**config.mk**
```make
export PLATFORM = sky130hd
export DESIGN_NAME = prog_loader
export DESIGN_NICKNAME = d
export VERILOG_FILES = /design/src/rtl/miscv_dbg_pkg.sv /design/src/rtl/prog_loader.sv
export SDC_FILE = /design/constraint.sdc
export NUM_CORES = 1
export LEC_CHECK = 0
export ABC_AREA = 1
export CELL_PAD_IN_SITES_DETAIL_PLACEMENT = 0
export CELL_PAD_IN_SITES_GLOBAL_PLACEMENT = 1
export CORE_AREA = 4 4 137 139
export CTS_CLUSTER_SIZE = 14
export DETAILED_ROUTE_END_ITERATION = 12
export DIE_AREA = 0 0 141 143
export PLACE_DENSITY = 0.82
export SLEW_MARGIN = 15
export SYNTH_ARGS = -nofsm -noshare
export SYNTH_HDL_FRONTEND = slang
export SYNTH_SLANG_ARGS = --single-unit
```
**constraint.sdc**
```tcl
create_clock -name clk -period 1.5 [get_ports clk]
set_input_delay 0.3 -clock clk [delete_from_list [all_inputs] [get_ports clk]]
set_output_delay 0.3 -clock clk [all_outputs]
set_load 0.02 [all_outputs]
```
**src/rtl/miscv_dbg_pkg.sv**
```systemverilog
// Shared debug/loader types and default sizes used by prog_loader, proc and ram.
package miscv_dbg_pkg;

  localparam int unsigned XLEN_DEF   = 32;
  localparam int unsigned ADDR_W_DEF = 10;

  typedef enum logic [1:0] {
    OP_HALT = 2'd0,
    OP_LOAD = 2'd1,
    OP_DUMP = 2'd2,
    OP_RUN  = 2'd3
  } op_e;

  typedef enum logic [2:0] {
    StIdle,
    StLoad,
    StDumpRd,
    StDumpOut,
    StRun
  } ld_state_e;

endpackage

```
**src/rtl/prog_loader.sv**
```systemverilog
// Stream-driven program loader / memory dumper; holds the core in reset until a RUN command.
module prog_loader
  import miscv_dbg_pkg::*;
#(
  parameter int unsigned XLEN   = XLEN_DEF,
  parameter int unsigned ADDR_W = ADDR_W_DEF,
  parameter int unsigned LEN_W  = ADDR_W + 1
) (
  input  logic              clk,
  input  logic              rstL,
  input  logic              cmd_valid,
  output logic              cmd_ready,
  input  logic [1:0]        cmd_op,
  input  logic [ADDR_W-1:0] cmd_addr,
  input  logic [LEN_W-1:0]  cmd_len,
  input  logic              in_valid,
  output logic              in_ready,
  input  logic [XLEN-1:0]   in_data,
  output logic              out_valid,
  input  logic              out_ready,
  output logic [XLEN-1:0]   out_data,
  output logic              mem_we,
  output logic              mem_re,
  output logic [ADDR_W-1:0] mem_addr,
  output logic [XLEN-1:0]   mem_wdata,
  input  logic [XLEN-1:0]   mem_rdata,
  output logic              core_rstL,
  output logic              busy,
  output logic [LEN_W-1:0]  xfer_cnt,
  output logic              wrap_err
);

  localparam int unsigned SumW = LEN_W + 1;

  ld_state_e         state_q, state_d;
  logic [ADDR_W-1:0] ptr_q, ptr_d;
  logic [LEN_W-1:0]  rem_q, rem_d;
  logic [LEN_W-1:0]  xfer_q, xfer_d;
  logic              wrap_q, wrap_d;
  logic [XLEN-1:0]   out_data_q, out_data_d;
  // High only in the first DUMP_OUT cycle, when mem_rdata carries the fresh word.
  logic              fresh_q, fresh_d;

  op_e               op;
  logic [SumW-1:0]   end_addr;
  logic              wrap_hit;
  logic              last_word;

  assign op        = op_e'(cmd_op);
  assign end_addr  = SumW'(cmd_addr) + SumW'(cmd_len);
  assign wrap_hit  = end_addr > (SumW'(1) << ADDR_W);
  assign last_word = (rem_q == LEN_W'(1));

  always_comb begin
    state_d    = state_q;
    ptr_d      = ptr_q;
    rem_d      = rem_q;
    xfer_d     = xfer_q;
    wrap_d     = wrap_q;
    out_data_d = out_data_q;
    fresh_d    = 1'b0;

    unique case (state_q)
      StIdle: begin
        if (cmd_valid) begin
          ptr_d  = cmd_addr;
          rem_d  = cmd_len;
          xfer_d = '0;
          wrap_d = 1'b0;
          unique case (op)
            OP_LOAD: begin
              wrap_d = wrap_hit;
              if (cmd_len != '0) state_d = StLoad;
            end
            OP_DUMP: begin
              wrap_d = wrap_hit;
              if (cmd_len != '0) state_d = StDumpRd;
            end
            OP_RUN:  state_d = StRun;
            default: ;
          endcase
        end
      end
      StLoad: begin
        if (in_valid) begin
          ptr_d  = ptr_q + ADDR_W'(1);
          rem_d  = rem_q - LEN_W'(1);
          xfer_d = xfer_q + LEN_W'(1);
          if (last_word) state_d = StIdle;
        end
      end
      StDumpRd: begin
        state_d = StDumpOut;
        fresh_d = 1'b1;
      end
      StDumpOut: begin
        if (fresh_q) out_data_d = mem_rdata;
        if (out_ready) begin
          ptr_d   = ptr_q + ADDR_W'(1);
          rem_d   = rem_q - LEN_W'(1);
          xfer_d  = xfer_q + LEN_W'(1);
          state_d = last_word ? StIdle : StDumpRd;
        end
      end
      StRun: begin
        // Only HALT is honoured while the core owns the RAM.
        if (cmd_valid && op == OP_HALT) begin
          state_d = StIdle;
          xfer_d  = '0;
          wrap_d  = 1'b0;
        end
      end
      default: state_d = StIdle;
    endcase
  end

  always_ff @(posedge clk or negedge rstL) begin
    if (!rstL) begin
      state_q    <= StIdle;
      ptr_q      <= '0;
      rem_q      <= '0;
      xfer_q     <= '0;
      wrap_q     <= 1'b0;
      out_data_q <= '0;
      fresh_q    <= 1'b0;
    end else begin
      state_q    <= state_d;
      ptr_q      <= ptr_d;
      rem_q      <= rem_d;
      xfer_q     <= xfer_d;
      wrap_q     <= wrap_d;
      out_data_q <= out_data_d;
      fresh_q    <= fresh_d;
    end
  end

  assign cmd_ready = (state_q == StIdle) || (state_q == StRun);
  assign in_ready  = (state_q == StLoad);
  assign out_valid = (state_q == StDumpOut);
  assign out_data  = fresh_q ? mem_rdata : out_data_q;
  assign mem_we    = (state_q == StLoad) && in_valid;
  assign mem_re    = (state_q == StDumpRd);
  assign mem_addr  = ptr_q;
  assign mem_wdata = in_data;
  assign core_rstL = (state_q == StRun);
  assign busy      = (state_q == StLoad) || (state_q == StDumpRd) || (state_q == StDumpOut);
  assign xfer_cnt  = xfer_q;
  assign wrap_err  = wrap_q;

endmodule

```
Yosys cells after proc, flatten, opt, wreduce, memory -nomap -nowiden
Cells that the tools add are included.
- add/subtract/negate cells: 4
- $lt $le $gt $ge: 1
- equality and inequality tests: 16
- multiplexer cells: 29
- reductions and logical operators: 16
- operator list (cell ; count):
    $mux W11 ; 7
    $pmux W11 S4 ; 1
    $pmux W11 S3 ; 1
    $mux W32 ; 1
    $mux W10 ; 3
    $pmux W10 S3 ; 1
    $mux W3 ; 7
    $pmux W3 S5 ; 1
    $add A10 B11 Y12 ; 1
    $gt A12 B11 Y1 const B ; 1
    $add A11 B1 Y11 const B ; 1
    $eq A11 B1 Y1 const B ; 1
    $reduce_bool A11 Y1 ; 1
    $sub A11 B1 Y11 const B ; 1
    $add A10 B1 Y10 const B ; 1
    $pmux W3 S3 ; 1
    $reduce_and A8 Y1 ; 1
    $eq A3 B2 Y1 const B ; 2
    $ne A2 B1 Y1 const B ; 3
    $ne A3 B3 Y1 const B ; 2
    $reduce_and A5 Y1 ; 1
    $eq A2 B2 Y1 const B ; 2
    $mux W1 ; 4
    $ne A2 B2 Y1 const B ; 2
    other kinds (16) ; 19
- flip-flop bits (word level): 69
- word-level logic and storage cells: 73

Logic depth before layout (Yosys ltp)
Gate-level depths: netlist of run 1.
- depth after elaboration: 5
- depth in mapped cells: 15

Worst setup path before layout of run 1
OpenSTA, ideal clock, no wires.
- path kind: register -> register
- start: reg state_q[0]
- end: reg xfer_q[10], in the netlist xfer_cnt[10]
- setup time: 121 ps
- arrival time: 1768 ps
- required time: 1379 ps
- path slack: -389 ps
- stages on the path, launching flop included: 11
- cells stage by stage: dfrtp_1 -> nor2_1 -> nand2_1 -> a21oi_2 -> nor2_1 -> nor2_1 -> inv_1 -> nand2_4 -> nor2_1 -> xnor2_1 -> nor2_1
- longest elaborated chain between the ends: 3
- elaborated cells on any way between the ends: 11
- ends and longest elaborated chain (what ; line ; text):
    start: declaration ; prog_loader.sv:35 ; ld_state_e state_q, state_d;
    start signal: assignment ; prog_loader.sv:119 ; state_q <= StIdle;
    start signal: assignment ; prog_loader.sv:127 ; state_q <= state_d;
    $eq A3 B1 Y1, or another cell as far along ; prog_loader.sv:63 ; unique case (state_q)
    $reduce_bool A4 Y1 (no source line), or another cell as far along ; n/a ;
    $reduce_and A5 Y1 (no source line) ; n/a ;
    end signal: assignment ; prog_loader.sv:130 ; xfer_q <= xfer_d;
    end: declaration ; prog_loader.sv:38 ; logic [LEN_W-1:0] xfer_q, xfer_d;
Parallel ways exist; a longest one is shown, timed or not.
A chain may end at the register's enable or synchronous reset.

Final worst setup path of run 1
- start: reg fresh_q
- end: out out_data[16]
- longest elaborated chain between the ends: 1
- ends and longest elaborated chain (what ; line ; text):
    start: declaration ; prog_loader.sv:42 ; logic fresh_q, fresh_d;
    start signal: assignment ; prog_loader.sv:133 ; fresh_q <= fresh_d;
    $mux W32 ; n/a ;
    end: declaration ; prog_loader.sv:21 ; output logic [XLEN-1:0] out_data,
Every way passes these cells.

==> impl_results.md, run 1 <==
* CP Max Fanout at 12
* Crit path DAT at roughly 1400 ps
* Die height at 143 µm
* CTS Root Cell: clkbuf_16
* Synth Area in Simple Gates at 0.264
* Detailed Route Iter0 Violations at 287
* Avg Cell Area, Syn at 6.92 µm²
* Cell depth of the worst flop-to-flop path at 11
* Post-synthesis net count at slightly above 800
* Post-synth EDFFs at 0
* Syn Std Cell Area at just under 0.005 mm²
* Pwr/cell area at 2150 mW/mm²
* DR vias/cell at between 4 and 5
* Worst hold path depth at 5
* Ports at 185
* Outcome: finished with violations
* Global Route Usage Sum at 0.145
* Initial antenna violation count at 0
* CTS clk-pin slew, worst paths at 60 ps
* Worst-margin pin slew at 393 ps
* Top area cells in the synthesized netlist: dfrtp_1 36%, nand2_1 15%, o21ai_0 8.8%, inv_1 8.0%, buf_4 5.3%
* Nets at 1040
* Post-Syn Instances at 696
* CTS Buf Count at 9
* CTS H-tree lvls at 3
* Total number of vias at 5346
* Share of the synthesized area in the top cell type at 0.359
* Detailed placement HPWL at roughly 11 mm
* Violations in the final reports: negative setup slack
* Period Utilization, post-route at 1.16
* Final RePlAce weighted congestion at 0.826
* Maximum clock path buffer count at 2
* Die area at 0.0202 mm²
* Post-synthesis sequential area ratio at 0.359
* Final slew viol count at 0
* Compound-gate portion of the synthesized area at 0.161
* Max Freq at 0.576 GHz
* Pwr Total at 0.0187 W
* Post-synth top area cell: dfrtp_1
* Minimum clock period at 1740 ps
* Max Cap Viol at 0
* # rows at 49
* PnR worst setup slack at -236 ps
* Layout fillers at 1646
* Largest family of logic cells by synthesized area: simple AND/OR/NAND/NOR gates
* Crit. End Element: primary output
* Buffers on Ports at 120
* Async set-reset flop share out of synthesis at 1.00
* Synth Register Bits at 69
* WHS at 320 ps
* # DRC at 0
* CP Launch Type: flop
* Register area at 0.00174 mm²
* Maximum vdd drop at 1.31 mV
* Clk_lat worst skew at 340 ps
* Area added between synthesis and finish at 81.3%
* Post-synthesis xor/xnor area fraction at 0.00910
* Worst Skew at 7.23 ps
* Multi-input gate area at 0.00326 mm²
* Detailed Routing Iterations Pass 1 at 5
* N_diodes at 0
* Placeable Area at 0.0177 mm²
* Final antenna-violating net count at 0
* Initial Utilization at 0.273
* RSZ-0062 raised after global routing: yes
* Clock sink count at 69
* Utilization after layout at 0.494
* DIE WIDTH at between 100 and 150 µm
* CP required at ~1200 ps
* WS Path Type: flop to primary output
* Hold Vio Cnt, Final at 0
* Sum Neg Setup Slack at -14030 ps
* Mux contribution to synthesized area at 0
* Adder-cell area share of the yosys netlist at 0.0561
* HP Class: input pin to flop
* Post-synth cell types at 44
* Vias in the first global route at 5107
* Leak pwr at 4.16 nW
* Setup Viol. Count Final at 107
* Share of cells above drive strength 1 at 0.447
* Overflow left after global routing at 0
* Synth warn at 0
* Rel. slew slack at 0.738
* DRT Wirelength at 16.3 mm
* First-pass GRT wire length at 24.2 mm
* CTS tree: built
* Largest net degree at the start of global routing at 70
* WL/cell at between 10 and 15 µm
* Main synth FF type: dfrtp_1
==> path summary, 6_finish.rpt <==
| path | start | endpoint | slack (ps) |
|---|---|---|---|
| min reg2reg | rem_q[8] | rem_q[8] | 510 |
| max | fresh_q | out_data[16] | -240 |
| min | cmd_addr[0] | mem_addr[0] | 320 |
| max in group asynchronous | rstL | xfer_cnt[0] | 650 |
| min in group asynchronous | rstL | out_data_q[25] | 530 |
| max reg2reg | state_q[0] | xfer_cnt[9] | -190 |
==> critical path: stages, from the launching register on <==
cell and delay (ps):
dfrtp_2 520, clkbuf_16 240, o21ai_2 200, buf_6 150
==> kinds of logic (layout without fill, tap and decap cells) <==
logic type | after synthesis | after routing
DFF | 69 | 69
AOI/OAI and AO/OA | 143 | 143
and+or+nand+nor | 299 | 299
adders and majority gates | 21 | 21
xor gates and xnor gates | 5 | 5
buffers and inverters | 159 | 395
==> synthesized netlist by cell type, types with 4 or more instances <==
library cell,n
buf_2,4
o21ai_0,85
dfrtp_1,69
a21oi_1,30
inv_1,102
o21ai_1,6
ha_1,20
nor2_1,44
buf_4,34
nand4_1,6
a22oi_1,5
nor3_1,8
clkbuf_1,13
nand3_1,32
nand2_1,192
==> what timing repair did <==
| action | CTS | global route |
|---|---|---|
| endpoints found under the hold margin | 38 | 0 |
| gates resized for setup | 407 | 172 |
| hold buffers | 1 | 0 |
| cloned | 1 | 13 |
| setup buffers | 15 | 10 |
| pin swaps | 23 | 23 |
| endpoints found under the setup margin | 123 | 110 |
==> routing by layer <==
layer  GRT usage  wire (µm)  part of all wire  vias up
met5           0          0                 0        -
met1       0.185       7060              0.43     2504
li1            -          -                 -     2679
met4      0.0479        369             0.023        0
met3      0.0271        764             0.047       33
met2       0.247       8140              0.50      130
==> through the flow <==
stage / std cells / worst slack (ps) / cell area (µm²)
after detailed placement: 1107 / -855 / 7010
after global routing: 1161 / -276 / 8730
after CTS: 1139 / -206 / 7920
after global placement: 1107 / -842 / 7010
after floorplan: 696 / -136 / 4950
final: 1161 / -236 / 8730
==> sequential cells by signal, indices dropped and copies added (netlist names) <==
register / cells
fresh_q: 1
mem_addr: 10
out_data_q: 32
rem_q: 11
state_q: 3
wrap_err: 1
xfer_cnt: 11
==> cell usage in the layout, fill, tap and decap left out, types with 28 or more instances in the layout <==
cell / count
nand2_1: 136
buf_4: 115
inv_1: 90
dfrtp_1: 61
buf_6: 56
o21ai_2: 45
nand2_2: 38
clkdlybuf4s50_1: 36
dlygate4sd2_1: 34
nand3_1: 29
o21ai_1: 28
==> power by group <==
group          total, W  internal (W)  switching (W)
sequential      0.00322       0.00271       0.000501
clock           0.00217       0.00130       0.000875
combinational    0.0134       0.00643        0.00694
total            0.0187        0.0104        0.00831
==> cell type report <==
class                      instances  area share
multi-input combinational        468       0.374
tap                              229      0.0328
timing repair buffer             273       0.311
sequential                        69       0.199
inverter                         105      0.0476
timing repair inverter             1     0.00186
clock buffer                       9      0.0258
clock inverter                     7     0.00846
(Power assumes the default switching activity.)
==> run 2: changes to the inputs <==
- CORE_AREA: 4 4 137 139 -> 2 2 135 137
- DIE_AREA: 0 0 141 143 -> 0 0 137 139
==> impl_results.md, run 2 (same netlist as run 1, synthesis figures left out) <==
* Period Utilization, post-route at 1.17 (+0.0122)
* First-pass GRT wire length at 24.3 mm (+0.54%)
* CTS Buf Count at 9 (unchanged)
* Pwr/cell area at 2180 mW/mm² (+1.5%)
* Register area at 0.00174 mm² (unchanged)
* Die height at 139 µm (-2.8%)
* Layout fillers at 1686 (+2.4%)
* Hold Vio Cnt, Final at 0 (unchanged)
* Outcome: finished with violations
* WL/cell at 13.5 µm (-3.8%)
* Sum Neg Setup Slack at -12880 ps (+1150 ps)
* Minimum clock period at 1750 ps (+18.3 ps)
* # rows at 49 (unchanged)
* Met1 Usage GRT at 0.202 (+0.0169)
* Clock sink count at 69 (unchanged)
* Multi-input gate area at 0.00314 mm² (-3.8%)
* Total number of vias at 5243 (-1.9%)
* Cell depth of the worst flop-to-flop path at 9 (-2)
* Maximum clock path buffer count at 2 (unchanged)
* Most frequent cells in the layout: 152 x nand2_1, 116 x buf_4, 89 x inv_1
* Nets at 1036 (-0.38%)
* Pwr Total at 0.0185 W (-1.3%)
* # DRC at 0 (unchanged)
* Worst hold path depth at 5 (unchanged)
* PnR worst setup slack at -254 ps (-18.3 ps)
* Overflow left after global routing at 0 (unchanged)
* Largest net degree at the start of global routing at 70 (unchanged)
* CP Launch Type: flop
* CTS H-tree lvls at 3 (unchanged)
* Largest register by flop count: out_data_q
* Setup Viol. Count Final at 75 (-30%)
* Crit path DAT at 1450 ps (about the same)
* Detailed Routing Iterations Pass 1 at 5 (unchanged)
* Top Usage Layer GRT: met2
* Detailed Route Iter0 Violations at 275 (-4.2%)
* Area after DPL at 0.00700 mm² (-0.11%)
* Die area at 0.0190 mm² (-5.6%)
* DIE WIDTH at 137 µm (-2.8%)
* CTS tree: built
* Global Route Usage Sum at 0.157 (+0.0123)
* Worst Skew at 7.38 ps (+0.144 ps)
* FF-to-FF End: rem_q[8]
* DR vias/cell at 4.53 (-1.6%)
* HP Class: input pin to flop
* Violations in the final reports: negative setup slack
* CTS Root Cell: clkbuf_16
* Share of cells above drive strength 1 at 0.418 (-0.0293)
* Commonest non-fill, non-tap cell in the layout: nand2_1
* Max Freq at 0.570 GHz (-1.0%)
* Grt met3 use at 0.0278 (+0.000651)
* Worst-margin pin slew at 374 ps (-18.8 ps)
* Crit. End Element: primary output
* Final antenna-violating net count at 0 (unchanged)
* Largest register FFs at 32 (unchanged)
* DRT Wirelength at 15.7 mm (-4.2%)
* Finished Layout Cells at 1157 (-0.34%)
* CP Max Fanout at 24 (+12)
* N_diodes at 0 (unchanged)
* Flop2flop setup slack at -240 ps (-50 ps)
* Placeable Area at 0.0177 mm² (unchanged)
* R2R Path Start: state_q[2]
* Final slew viol count at 0 (unchanged)
* Rel. slew slack at 0.747 (+0.00929)
* Max Cap Viol at 0 (unchanged)
* Clk_lat worst skew at 340 ps (about the same)
* Area added between synthesis and finish at 76.2%
* Leak pwr at 4.02 nW (-3.4%)
* Crit path from: fresh_q
* CTS clk-pin slew, worst paths at 60 ps (about the same)
* CP required at 1200 ps (about the same)
* Initial antenna violation count at 0 (unchanged)
* Vias in the first global route at 5081 (-0.51%)
* Final RePlAce weighted congestion at 0.843 (+2.1%)
* Met2 GRT Util at 0.263 (+0.0162)
* Post-placement cell count at 1106 (-0.090%)
* WS Path Type: flop to primary output
* Worst setup path end: out_data[26]
* Initial Utilization at 0.273 (unchanged)
* Maximum vdd drop at 1.16 mV (-11%)
* RSZ-0062 raised after global routing: yes
* Detailed placement HPWL at 10.3 mm (-3.1%)
* Ports at 185 (unchanged)
* Buffers on Ports at 120 (unchanged)
* Non-Filler Cell Area, Final at 0.00848 mm² (-2.8%)
-- run 2: changes by cell type in the layout (fill, tap and decap cells not counted), sizes merged --
cell           before  now
clkinvlp            2    1
buf               187  188
clkbuf             19   14
dlygate4sd2        34   36
clkdlybuf4s15       5    4
inv               105  106
clkinv              5    4
-- run 2: layout make-up --
| cell class | instances | share of cell area |
|---|---|---|
| tap | 229 | 0.0338 |
| clock inverter | 7 | 0.00870 |
| inverter | 105 | 0.0482 |
| clock buffer | 9 | 0.0265 |
| timing repair buffer | 270 | 0.308 |
| multi-input combinational | 468 | 0.370 |
| sequential | 69 | 0.205 |
-- run 2: worst min path at each step --
stage | start | end | slack [ps]
floorplan | rstL | fresh_q | 4
global placement | rstL | out_data_q[24] | 350
detailed placement | rstL | out_data_q[24] | 350
CTS | cmd_addr[0] | mem_addr[0] | 280
global route | cmd_addr[0] | mem_addr[0] | 360
finish | cmd_addr[0] | mem_addr[0] | 290
-- run 2: what timing repair did --
action	in CTS	in global routing
gates resized for setup	435	78
setup endpoints to repair	109	78
buffers inserted	22	8
pin swaps	36	25
hold buffers	1	0
endpoints found under the hold margin	22	0
cloned	3	5
-- run 2: per-stage QoR --
stage,util,hold slack [ps],worst slack (ps)
after detailed placement,0.397,349,-859
after global routing,0.480,360,-313
after CTS,0.459,283,-209
after floorplan,-,4.41,-136
after global placement,0.397,346,-834
final,0.480,287,-254
-- run 2: power breakdown --
group	total (W)	internal, W	leakage, nW	switching (W)
clock	0.00216	0.00129	0.146	0.000865
sequential	0.00325	0.00272	0.824	0.000537
combinational	0.0131	0.00651	3.05	0.00657
total	0.0185	0.0105	4.02	0.00798
-- run 2: per-layer routing --
layer	routed length (µm)	vias up	part of all wire
li1	-	2663	-
met4	236	0	0.015
met2	7850	118	0.50
met3	683	18	0.044
met5	0	-	0
met1	6890	2444	0.44
-- run 2: worst max-delay path: stages (launching register included) --
cell and delay, ps:
dfrtp_2 540, buf_12 220, nand2_1 80, o21ai_1 100, buf_4 170
